**config.mk**
```make
export PLATFORM = sky130hd
export DESIGN_NAME = fetch_unit
export DESIGN_NICKNAME = d
export VERILOG_FILES = /design/src/rtl/fetch_unit.sv
export SDC_FILE = /design/constraint.sdc
export NUM_CORES = 1
export LEC_CHECK = 0
export ABC_AREA = 0
export CAP_MARGIN = 10
export CORE_ASPECT_RATIO = 1.25
export CORE_UTILIZATION = 49
export DETAILED_ROUTE_END_ITERATION = 12
export PLACE_DENSITY = 0.85
export SYNTH_ARGS = -nofsm -noshare
export SYNTH_HDL_FRONTEND = slang
export SYNTH_SLANG_ARGS = --single-unit
```
**constraint.sdc**
```tcl
create_clock -name CLK -period 6.1 [get_ports CLK]
set_input_delay 1.22 -clock CLK [delete_from_list [all_inputs] [get_ports CLK]]
set_output_delay 1.22 -clock CLK [all_outputs]
set_load 0.1 [all_outputs]
```
**src/rtl/fetch_unit.sv**
```systemverilog
// Instruction fetch stage: owns the PC, issues icache reads and drives the
// producer side of the IF/ID latch, holding redirects that land during a miss.
module fetch_unit #(
  parameter logic [31:0] PC_INIT = 32'h0000_0000
) (
  input  logic        CLK,
  input  logic        nRST,
  output logic        imemREN,
  output logic [31:0] imemaddr,
  input  logic        ihit,
  input  logic [31:0] imemload,
  input  logic        stall_i,
  input  logic        redirect_i,
  input  logic [31:0] redirect_pc_i,
  input  logic        halt_i,
  output logic [31:0] npc_o,
  output logic [31:0] iload_o,
  output logic        iien_o,
  output logic        flush_o,
  output logic        fetch_halt_o,
  output logic [31:0] instr_count_o
);

  typedef enum logic [1:0] {
    RUN,
    PEND,
    HALTED
  } state_t;

  localparam logic [31:0] PC_RST = PC_INIT & ~32'h3;

  state_t      state_q, state_d;
  logic [31:0] pc_q, pc_d;
  logic [31:0] tgt_q, tgt_d;
  logic [31:0] cnt_q, cnt_d;
  logic [31:0] redir_tgt;
  logic        iien, flush;

  assign redir_tgt = redirect_pc_i & ~32'h3;

  always_comb begin
    state_d = state_q;
    pc_d    = pc_q;
    tgt_d   = tgt_q;
    iien    = 1'b0;
    flush   = 1'b0;
    unique case (state_q)
      RUN: begin
        if (halt_i) begin
          state_d = HALTED;
        end else if (redirect_i) begin
          flush = 1'b1;
          if (ihit) begin
            pc_d = redir_tgt;
          end else begin
            // PC holds so the cache keeps servicing the outstanding miss
            tgt_d   = redir_tgt;
            state_d = PEND;
          end
        end else if (ihit && !stall_i) begin
          iien = 1'b1;
          pc_d = pc_q + 32'd4;
        end
      end
      PEND: begin
        if (halt_i) begin
          state_d = HALTED;
        end else begin
          if (redirect_i) begin
            flush = 1'b1;
            tgt_d = redir_tgt;
          end
          if (ihit) begin
            pc_d    = redirect_i ? redir_tgt : tgt_q;
            state_d = RUN;
          end
        end
      end
      default: begin
        state_d = HALTED;
      end
    endcase
    cnt_d = cnt_q + {31'b0, iien};
  end

  always_ff @(posedge CLK or negedge nRST) begin
    if (!nRST) begin
      state_q <= RUN;
      pc_q    <= PC_RST;
      tgt_q   <= '0;
      cnt_q   <= '0;
    end else begin
      state_q <= state_d;
      pc_q    <= pc_d;
      tgt_q   <= tgt_d;
      cnt_q   <= cnt_d;
    end
  end

  assign imemREN       = (state_q != HALTED);
  assign imemaddr      = pc_q;
  assign npc_o         = pc_q + 32'd4;
  assign iload_o       = imemload;
  assign iien_o        = iien;
  assign flush_o       = flush;
  assign fetch_halt_o  = (state_q == HALTED);
  assign instr_count_o = cnt_q;

endmodule

```
==> metrics.cfg <==
[floorplanning]
die-area_sq_um = 11940
start_util_pct = 50.62
io_pins = 202
die_w_microns = 97.94
fp.coreArea_sq_um = 11140
fp-row-count = 43
die_h_microns = 121.9

[clocking]
clkLatencyLatePin_ns = 0.35
ctsResizeCount = 0
cts_tree = yes
cts_hold_buf = 0
clock-sinks = 98
postCtsSetupBuffers = 0
clockRootBuffer = clkbuf_16
clk_pin_slew_ns = 0.06
cts-htree-levels = 3
cts_buffer_depth = 2
cts_made_buffers = 9

[worst_setup_path]
cp_max_fo = 10
worst_r2r_startpoint = state_q[1]$_DFFE_PN0P_
rrSetupSlack_ns = 3.16
critPathCaptureType = output port
cp.required_ns = 4.88
r2r_cells = 10
regToRegEndpoint = instr_count_o[28]$_DFF_PN0_
criticalPathCategory = flip-flop to output port
crit_arrival_ns = 3.38
start_kind = flip-flop

[timing]
final.setup.tns_ns = 0
rsz0062_at_grt = no
tightest_slew_ns = 1.248
fin_crit_sh_pct = 75.40
setup_viol = 0
maxSlewViolCount = 0
max_slew_margin_pct = 16.78
period_minus_slack_ns = 4.600
final_hold_viol_count = 0
finClkSkew_ns = 0.007849
fmax_mhz = 217.4

[pwr]
combPwrFrac_pct = 27.2
p_leak_nw = 3.123
p_switching_uw = 643.8
irDropWorstVdd_mv = 0.1445
pwr-share-seq_pct = 41.7
p_sw_share_pct = 37.35
finalPower_mw = 1.724
p_per_area_nw_per_um2 = 243.7
clkPwrFrac_pct = 31.1
internal-power_mw = 1.080

[global_route]
grt_max_degree = 62
grt_pass1_wl_microns = 23940
grt_pass1_vias = 4769
track_usage_pct = 25.67
gr-total-overflow = 0
antenna_found_initial = 0

[status]
violations = design-rule violations
status = complete, but fails checks

[synthesis]
synth-seq-cells = 98
synth_most_common_cell = dfrtp_1
synth_cell_types = 53
synth_top_area_cell = dfrtp_1
synth_cells = 567
synth_commonest_cells = dfrtp_1 (98), nand2_1 (36), nor2_1 (35)
netlist.area_leader.share_pct = 43.50
ys_top_cells_by_area = dfrtp_1 (43%), mux2_2 (6.0%), xnor2_1 (5.3%)
ys_seq_area_share_pct = 43.50
synthArstFlopShare_pct = 100.0
synth-edff-count = 0
ys.warnings.count = 0
syn_area_sq_um = 5638
synth_flop_cell = dfrtp_1
syn_nets = 641
syn_area_per_cell_sq_um = 9.943

[layout]
post-route-util_pct = 63.52
drive_above_1_share_pct = 10.57
final_nets = 731
antennaDiodeCount = 0
fin_cells = 797
synthToLayoutAreaGrowth_pct = 25.48

[routing]
dr_total_vias = 4825
drtPass1Iterations = 9
detail_route.wirelength_microns = 15090
drt-initial-drc-count = 334
drc = 16
ant_nets = 0
vias_per_cell = 6.054
avgRoutedWirePerCell_microns = 18.93

[worst_hold_path]
whs_path_depth = 1
worstHoldStart = instr_count_o[31]$_DFF_PN0_
worst_hold_path.endpoint = instr_count_o[31]$_DFF_PN0_
hp-class = flip-flop to flip-flop

[place]
hpwl_microns = 10480
port_buffers = 135
placedCellCount = 781
gp_congestion = 0.8492

[run]
drv_cap = 0

==> per-layer routing <==
layer  global-route usage [%]  vias to the layer above  wire, microns
li1                         -                     2182              -
met1                    30.48                     2388           5866
met2                    45.07                      215           7783
met3                    3.844                       40            980
met4                    13.45                        0            455
met5                        0                        -              0
==> how the worst max path moves through the flow <==
stage               slack, ns  depth (start not counted)                startpoint                          end
floorplan                1.12                          9                    halt_i  instr_count_o[28]$_DFF_PN0_
global placement         1.78                          6                      ihit                       iien_o
detailed placement       1.77                          6                      ihit                       iien_o
CTS                      1.50                          5  imemaddr[15]$_DFFE_PN0P_                    npc_o[28]
global route             1.33                          5   imemaddr[6]$_DFFE_PN0P_                    npc_o[19]
finish                   1.50                          5  imemaddr[15]$_DFFE_PN0P_                    npc_o[28]
==> kinds of logic after synthesis <==
family / after synthesis / share of synthesized area (%)
compound gates: 101 / 11.92
xor+xnor: 54 / 8.522
fa+ha+maj: 4 / 0.8877
buf+inv: 71 / 7.501
flops: 98 / 43.50
mux: 45 / 8.655
simple gates: 194 / 19.02
==> cells in the final DEF, fill, tap and decap left out, types with 4 or more instances in the layout <==
cell	n
xor2_1	19
ha_1	4
mux2i_1	15
nand4_1	16
or2_2	6
o21a_1	6
buf_4	8
a21o_1	6
nand2b_1	5
o21ai_0	27
a221o_1	8
nor2_1	35
nand3_1	24
a21oi_1	21
xnor2_1	34
nand2_1	36
clkdlybuf4s50_1	131
and3_1	16
and4_1	7
nor3_1	26
clkbuf_16	9
dfrtp_1	98
inv_1	10
mux2_2	30
nor2b_1	5
o31ai_1	7
==> flip-flops by register name (all words and copies together), names as in the netlist <==
name,count
imemaddr,32
instr_count_o,32
tgt_q,32
state_q,2
==> power groups by stage <==
| stage | clock network, mW | logic [mW] | registers (mW) |
|---|---|---|---|
| 3_5_place_dp | 0 | 0.469 | 0.729 |
| 2_1_floorplan | 0 | 0.318 | 0.842 |
| 4_1_cts | 0.544 | 0.470 | 0.717 |
| 6_report | 0.536 | 0.469 | 0.719 |
| 3_3_place_gp | 0 | 0.463 | 0.726 |
| 5_1_grt | 0.570 | 0.485 | 0.722 |
==> final cells by class <==
cell class	count	area (sq um)
fillers	880	4063
clock inverters	5	40.04
well taps	135	168.9
clock buffers	11	232.7
flip-flops and latches	98	2452
repair buffers	140	1376
inverters	10	37.54
multi-input cells	398	2766
==> critical path, cell delays in order, from the launching register on <==
cell and delay (ns):
dfrtp_1 0.55, nand4_1 0.30, nor4_4 0.53, nand4_1 0.18, xnor2_1 0.28, clkdlybuf4s50_1 1.19
==> stage by stage <==
step	cell area, sq um	hold slack, ns	setup WS (ns)
after floorplan	5638	0.4547	1.119
after global placement	6802	0.4569	1.782
after detailed placement	6802	0.4587	1.773
after CTS	7074	0.4701	1.505
after global routing	7074	0.4940	1.328
final	7074	0.4680	1.500
No activity file was read; power rests on OpenSTA's default activity.
